===== src/rtl/sm83_pkg.sv =====
// Shared SM83 types: address select, interrupt FSM states,
// interrupt sources and the interrupt vector base.
package sm83_pkg;

    typedef logic [15:0] r16_t;

    typedef enum logic [2:0] {
        ADDR_NONE = 3'd0,
        ADDR_PC   = 3'd1,
        ADDR_SP   = 3'd2,
        ADDR_HL   = 3'd3,
        ADDR_IO   = 3'd4
    } addr_sel_t;

    typedef enum logic [2:0] {
        INT_IDLE      = 3'd0,
        INT_D_WAIT0   = 3'd1,
        INT_D_WAIT1   = 3'd2,
        INT_D_PUSH_HI = 3'd3,
        INT_D_PUSH_LO = 3'd4,
        INT_D_JUMP    = 3'd5
    } int_state_t;

    typedef enum logic [2:0] {
        INT_SRC_VBLANK = 3'd0,
        INT_SRC_STAT   = 3'd1,
        INT_SRC_TIMER  = 3'd2,
        INT_SRC_SERIAL = 3'd3,
        INT_SRC_JOYPAD = 3'd4
    } int_src_t;

    localparam r16_t INT_VEC_BASE = 16'h0040;

    function automatic r16_t int_vector(input logic [2:0] idx);
        return INT_VEC_BASE + {10'b0, idx, 3'b000};
    endfunction

endpackage


===== src/rtl/sm83_int_prio.sv =====
// Lowest-set-bit encoder for pending interrupts.
// Ports: req_i[4:0] pending; idx_o lowest set index; vld_o any set.
module sm83_int_prio (
    input  logic [4:0] req_i,
    output logic [2:0] idx_o,
    output logic       vld_o
);

    always_comb begin
        idx_o = 3'd0;
        for (int i = 4; i >= 0; i--) begin
            if (req_i[i]) idx_o = 3'(i);
        end
    end

    assign vld_o = |req_i;

endmodule


===== src/rtl/sm83_int_ctl.sv =====
// SM83 interrupt controller: IF register, IME/EI delay, HALT and the
// 5 M-cycle dispatch (push PC, jump to vector).
// Ports: clk/rst_n (sync low), mcyc strobe, irq_in/IF access, ie,
// core ctl decodes + pc in; dispatch bus/SP/PC controls, ime, halted,
// halt_bug out. SM83_HALT_BUG_EN enables the halt_bug pulse.
module sm83_int_ctl
    import sm83_pkg::*;
(
    input  logic        clk,
    input  logic        rst_n,
    input  logic        mcyc,
    input  logic [4:0]  irq_in,
    input  logic        if_we,
    input  logic [4:0]  if_wdata,
    output logic [7:0]  if_rdata,
    input  logic [7:0]  ie,
    input  logic        instr_done,
    input  logic        ei_exec,
    input  logic        di_exec,
    input  logic        reti_exec,
    input  logic        halt_exec,
    input  logic [15:0] pc,
    output logic        dsp_active,
    output logic [2:0]  addr_sel,
    output logic        sp_dec,
    output logic        bus_wr,
    output logic [7:0]  bus_wdata,
    output logic        pc_load,
    output logic [15:0] pc_vec,
    output logic        ime,
    output logic        halted,
    output logic        halt_bug
);

    logic [4:0] if_q, if_d;
    logic       ime_q, ime_d;
    logic       ei_pend_q, ei_pend_d;
    logic       halted_q, halted_d;

    int_state_t state_q;
    addr_sel_t  addr_sel_q;
    logic       sp_dec_q, bus_wr_q, pc_load_q;
    logic [7:0] bus_wdata_q;
    r16_t       pc_vec_q;
    logic [2:0] idx_q;
    logic       idx_vld_q;

    logic [4:0] pending;
    logic [2:0] prio_idx;
    logic       prio_vld;
    logic       in_idle, ctl_ok, dsp_start;
    logic       unused_ie;

    assign unused_ie = &{1'b0, ie[7:5]};
    assign pending   = ie[4:0] & if_q;
    assign in_idle   = (state_q == INT_IDLE);
    assign ctl_ok    = instr_done && in_idle;
    assign dsp_start = ctl_ok && ime_q && (|pending);

    sm83_int_prio u_prio (
        .req_i (pending),
        .idx_o (prio_idx),
        .vld_o (prio_vld)
    );

    always_comb begin
        if_d      = if_q;
        ime_d     = ime_q;
        ei_pend_d = ei_pend_q;
        halted_d  = halted_q;
        if (if_we) if_d = if_wdata;
        if (state_q == INT_D_JUMP && idx_vld_q)
            if_d = if_d & ~(5'b00001 << idx_q);
        // a new request beats any clear in the same cycle
        if_d = if_d | irq_in;
        if (ctl_ok) begin
            if (ei_pend_q) begin
                ime_d     = 1'b1;
                ei_pend_d = 1'b0;
            end
            if (ei_exec)   ei_pend_d = 1'b1;
            if (reti_exec) ime_d = 1'b1;
            if (di_exec) begin
                ime_d     = 1'b0;
                ei_pend_d = 1'b0;
            end
        end
        if (dsp_start) ime_d = 1'b0;
        // HALT with something already pending never sleeps
        if (|pending)
            halted_d = 1'b0;
        else if (instr_done && halt_exec)
            halted_d = 1'b1;
    end

    always_ff @(posedge clk) begin
        if (!rst_n) begin
            if_q      <= '0;
            ime_q     <= 1'b0;
            ei_pend_q <= 1'b0;
            halted_q  <= 1'b0;
        end else if (mcyc) begin
            if_q      <= if_d;
            ime_q     <= ime_d;
            ei_pend_q <= ei_pend_d;
            halted_q  <= halted_d;
        end
    end

    // outputs are registered for the state being entered
    always_ff @(posedge clk) begin
        if (!rst_n) begin
            state_q     <= INT_IDLE;
            addr_sel_q  <= ADDR_NONE;
            sp_dec_q    <= 1'b0;
            bus_wr_q    <= 1'b0;
            bus_wdata_q <= 8'h00;
            pc_load_q   <= 1'b0;
            pc_vec_q    <= 16'h0000;
            idx_q       <= 3'd0;
            idx_vld_q   <= 1'b0;
        end else if (mcyc) begin
            addr_sel_q <= ADDR_NONE;
            sp_dec_q   <= 1'b0;
            bus_wr_q   <= 1'b0;
            pc_load_q  <= 1'b0;
            unique case (state_q)
                INT_IDLE: begin
                    if (dsp_start) state_q <= INT_D_WAIT0;
                end
                INT_D_WAIT0: begin
                    state_q  <= INT_D_WAIT1;
                    sp_dec_q <= 1'b1;
                end
                INT_D_WAIT1: begin
                    state_q     <= INT_D_PUSH_HI;
                    addr_sel_q  <= ADDR_SP;
                    bus_wr_q    <= 1'b1;
                    bus_wdata_q <= pc[15:8];
                    sp_dec_q    <= 1'b1;
                end
                INT_D_PUSH_HI: begin
                    state_q     <= INT_D_PUSH_LO;
                    addr_sel_q  <= ADDR_SP;
                    bus_wr_q    <= 1'b1;
                    bus_wdata_q <= pc[7:0];
                end
                INT_D_PUSH_LO: begin
                    // late sample: a request can still win here
                    state_q   <= INT_D_JUMP;
                    pc_load_q <= 1'b1;
                    pc_vec_q  <= prio_vld ? int_vector(prio_idx) : 16'h0000;
                    idx_q     <= prio_idx;
                    idx_vld_q <= prio_vld;
                end
                INT_D_JUMP: begin
                    state_q <= INT_IDLE;
                end
                default: state_q <= INT_IDLE;
            endcase
        end
    end

`ifdef SM83_HALT_BUG_EN
    logic halt_bug_q;

    always_ff @(posedge clk) begin
        if (!rst_n)
            halt_bug_q <= 1'b0;
        else if (mcyc)
            halt_bug_q <= instr_done && halt_exec && !ime_q && (|pending);
    end

    assign halt_bug = halt_bug_q;
`else
    assign halt_bug = 1'b0;
`endif

    assign if_rdata   = {3'b111, if_q};
    assign dsp_active = !in_idle;
    assign addr_sel   = addr_sel_q;
    assign sp_dec     = sp_dec_q;
    assign bus_wr     = bus_wr_q;
    assign bus_wdata  = bus_wdata_q;
    assign pc_load    = pc_load_q;
    assign pc_vec     = pc_vec_q;
    assign ime        = ime_q;
    assign halted     = halted_q;

endmodule


===== config.mk =====
export PLATFORM = sky130hd
export DESIGN_NAME = sm83_int_ctl
export DESIGN_NICKNAME = d
export VERILOG_FILES = /design/src/rtl/sm83_pkg.sv /design/src/rtl/sm83_int_prio.sv /design/src/rtl/sm83_int_ctl.sv
export SDC_FILE = /design/constraint.sdc
export NUM_CORES = 1
export LEC_CHECK = 0
export ABC_CLOCK_PERIOD_IN_PS = 3150
export BUFFER_PORTS_ARGS = -buffer_cell sky130_fd_sc_hd__buf_2
export CORE_AREA = 8 8 69 71
export DETAILED_ROUTE_END_ITERATION = 6
export DIE_AREA = 0 0 77 79
export PLACE_DENSITY = 0.85
export SETUP_SLACK_MARGIN = 0.2
export SLEW_MARGIN = 10
export SYNTH_ARGS = -nofsm -noshare
export SYNTH_HDL_FRONTEND = slang
export SYNTH_SLANG_ARGS = --single-unit

===== constraint.sdc =====
create_clock -name clk -period 3.15 [get_ports clk]
set_clock_uncertainty 0.05 [all_clocks]
set_input_delay 0.1575 -clock clk [delete_from_list [all_inputs] [get_ports clk]]
set_output_delay 0.1575 -clock clk [all_outputs]
set_load 0.02 [all_outputs]

==> run summary <==
The flow ran to the end, and the final reports show no timing, DRC or antenna violations. The largest fanout on the critical path is 12. For this configuration, the core starts out at a cell density of about two fifths. Static timing analysis puts the maximum clock frequency at approximately 580 MHz.

Summing all non-filler instances in the final layout gives an area of 0.00190 mm². The share of the Yosys chip area taken by registers is 36.5%. The depth of the most critical reg-to-reg path is 4.

In this run the worst hold path is classified as in2reg. Measured along the y axis, the die boundary spans 79 µm. The placement-stage worst setup slack is roughly 1.4 ns. The Yosys warning count came out at 0. Data arrives at the worst endpoint at 1.83 ns. In this run the clock root is driven by a sky130_fd_sc_hd__clkbuf_8. Using the TritonRoute via totals, the vias-per-cell ratio works out to between 4 and 5. CTS built an H-tree with a depth of 2. The count of hold buffers inserted by post-cts repair came out at 0. VDD sags by at most around 0.28 mV. The buffers inserted during post-CTS setup optimization is 0. Setup violations remaining at the end of the flow were counted as 0.

The chip width is 77 µm. The number of CTS-inserted buffers is 5. The overall overflow remaining after global route is 0. The number of hold violations in the final report came to 0.

For the finished layout, the period the worst path requires is between 1.5 and 2 ns. The endpoint identified for the worst register-to-register timing path is bus_wdata[3]. The placer congestion estimate is about 0.76. The overall fraction of global-route tracks in use came out at between 10% and 20%.

In the synthesized netlist the dominant register cell turns out to be sky130_fd_sc_hd__dfxtp_1. The required time at the endpoint of the critical path is about 3.3 ns. The per-cell routed wire length is approximately 13 µm. The worst setup path is captured at a flip-flop. The final critical-path share of the clock period came out at 54.5%.

The count of different cell masters after synthesis is 42. The worst setup margin came out at 1.43 ns. The boundary pin count came out at 85. The insertion delay of the later-clocked pin in the worst-skew pair is 0.27 ns. The number of diodes is 0. The synthesized flop and latch total came out at 29. The total number of nets in the final design came out at between 200 and 300. The most critical setup path has its startpoint at state_q[0]. The synthesized area per cell is between 8 and 9 µm². The slew at the pin closest to its max-slew limit came out at 0.640 ns. In this run the tool buffered the top-level ports with between 60 and 70 buffer cells. The detailed placer's ending HPWL is between 3000 and 4000 µm. The global-route wire length before repair came out at about 6200 µm. The clock passes through at most 2 buffers.

The placed cell area is around 0.0018 mm². The worst setup path is launched from a flip-flop. The clock-pin slew reported for the worst setup and hold paths after clock tree synthesis is roughly 0.060 ns. The total vias in the final route is approximately 1,400. The slack of the worst reg-to-reg path is roughly 1.4 ns.

Setup repair after global routing left no endpoint under its margin. The full die area is 0.00608 mm². For this block, the initial DRC count from the detailed router was 74.

The worst setup path category is reg2reg. The power density over the cells came out at 416 mW/mm². The via count of the first global-routing pass is between 1,000 and 1,500. The total negative setup slack came out at 0 ns. Across the run, the number of max-cap violations was 0. The max-slew violation count is 0. The number of nets with antenna violations after routing is 0.

The number of iterations in the first detailed-routing pass came out at 4. After synthesis the cells add up to 0.00159 mm². The fraction of layout instances using a drive strength above 1 is a little under a third. The total detailed-routing wirelength came out at 3860 µm. The worst register-to-register path begins at state_q[0]. Following the worst setup path forward leads to its endpoint at bus_wdata[3]. After detailed routing, the number of remaining DRC violations is 0.

The row count is 23. The number of instances in the synthesized netlist came out at between 150 and 200. TritonCTS built the clock tree. The share of synthesized flip-flops with an asynchronous set or reset came out at 0%. The number of fillers in the final layout came out at about 380.

The total number of clock tree sinks is 29. The relative max-transition margin came out at about 57%. The standard cell core area is approximately 0.0038 mm².

The cell leakage power came out at approximately 0.0010 µW. Entering global routing, the biggest net connects 32 pins. Gates resized during post-CTS repair numbered 0. The count of flip-flops with a built-in enable after synthesis came out at 0.

The number of antenna violations at the first check in global routing is 0. Compared with the post-synthesis result, the final layout area differs by 19.5%.
[cells in the final DEF, fill, tap and decap left out, drive strengths merged]
master / instances
nor2: 3
nand2: 23
clkbuf: 7
nand4bb: 2
dfxtp: 29
o31ai: 1
and2b: 1
o211a: 9
a31oi: 4
or3b: 1
buf: 63
nor3: 4
o311ai: 3
a22oi: 3
o21ai: 7
o22ai: 2
a31o: 2
nor4: 1
nand2b: 4
nand3b: 3
inv: 7
nand3: 4
nor3b: 1
a21boi: 8
o221ai: 1
mux2i: 8
nor2b: 3
and3: 2
a21oi: 10
conb: 18
a32o: 2
xnor2: 1
o21a: 1
[worst min path at each step]
stage | start | endpoint | slack [ns] | depth (start not counted)
global route | irq_in[1] | if_q[1] | 0.11 | 3
global placement | irq_in[1] | if_q[1] | 0.39 | 3
CTS | irq_in[1] | if_q[1] | 0.10 | 3
detailed placement | irq_in[1] | if_q[1] | 0.39 | 3
floorplan | irq_in[1] | if_q[1] | 0.25 | 2
finish | irq_in[1] | if_q[1] | 0.10 | 3
[report_power, final]
group	switching, µW	leakage (µW)	internal, µW	total [µW]
combinational	67.3	0.000740	41.4	109
clock	127	0.0000443	173	300
sequential	6.93	0.000235	375	381
[metal layers]
| layer | vias up | share of wire [%] | wire length (µm) | track usage (%) |
|---|---|---|---|---|
| met5 | - | 0 | 0 | 0 |
| met4 | 0 | 0.75 | 29 | 4.53 |
| met3 | 2 | 7.7 | 297 | 5.08 |
| met2 | 51 | 47 | 1830 | 20.6 |
| met1 | 656 | 44 | 1700 | 13.8 |
| li1 | 725 | - | - | - |
[worst max-delay path, cell delays in order (launching register included)]
cell                       delay [ns]
sky130_fd_sc_hd__dfxtp_1         0.58
sky130_fd_sc_hd__nand3b_1        0.45
sky130_fd_sc_hd__mux2i_1         0.30
sky130_fd_sc_hd__nand2_1         0.08
sky130_fd_sc_hd__o211a_1         0.15
[logic make-up (layout without fill, tap and decap cells)]
logic type / count (synthesis) / count (layout) / share of synthesized area (%)
other cells: 2 / 18 / 0.472
mux: 8 / 8 / 5.03
buf+inv: 37 / 77 / 15.1
simple gates: 52 / 52 / 18.1
compound gates: 53 / 53 / 24.3
xor+xnor: 1 / 1 / 0.550
flops: 29 / 29 / 36.5
[final cells by class]
class / instances / area [µm²] / share of cell area [%]
sequential: 29 / 581 / 30.5
clock buffer: 7 / 86.3 / 4.54
inverter: 7 / 26.3 / 1.38
tap: 50 / 62.6 / 3.29
timing repair buffer: 63 / 315 / 16.6
multi-input combinational: 132 / 831 / 43.7
[synthesized netlist by cell type, drive strengths merged (2+ instances only)]
master	instances	area share [%]
o22ai	2	0.79
nand3b	3	1.4
inv	7	1.7
a31oi	4	1.6
a31o	2	1.1
a21boi	8	3.8
o211a	9	5.7
and3	2	0.79
clkbuf	3	0.71
a21oi	10	3.4
nor2	3	0.87
o21ai	7	2.2
nand2b	4	1.6
nor2b	3	1.2
nand4bb	2	1.4
conb	2	0.47
mux2i	8	5.0
nand2	23	5.4
nand3	4	1.6
nor3	4	1.3
o311ai	3	1.7
a32o	2	1.3
dfxtp	29	36
buf	27	13
a22oi	3	1.4
[state kept, by name, indices dropped and copies added, names as in the netlist]
| register | flops |
|---|---|
| bus_wdata | 8 |
| if_q | 5 |
| idx_q | 3 |
| pc_vec | 3 |
| state_q | 3 |
| addr_sel | 1 |
| ei_pend_q | 1 |
| halted | 1 |
| idx_vld_q | 1 |
| ime | 1 |
| pc_load | 1 |
| sp_dec | 1 |
[through the flow]
| step | hold WS [ns] | instances | util (%) | power (µW) |
|---|---|---|---|---|
| after detailed placement | 0.390 | 281 | 47.8 | 497 |
| after global routing | 0.105 | 288 | 50.1 | 830 |
| after CTS | 0.101 | 288 | 50.1 | 796 |
| final | 0.102 | 288 | 50.1 | 790 |
| after floorplan | 0.254 | 198 | - | 472 |
| after global placement | 0.385 | 281 | 47.8 | 495 |
Note: power is estimated with default switching activity, not from simulation.
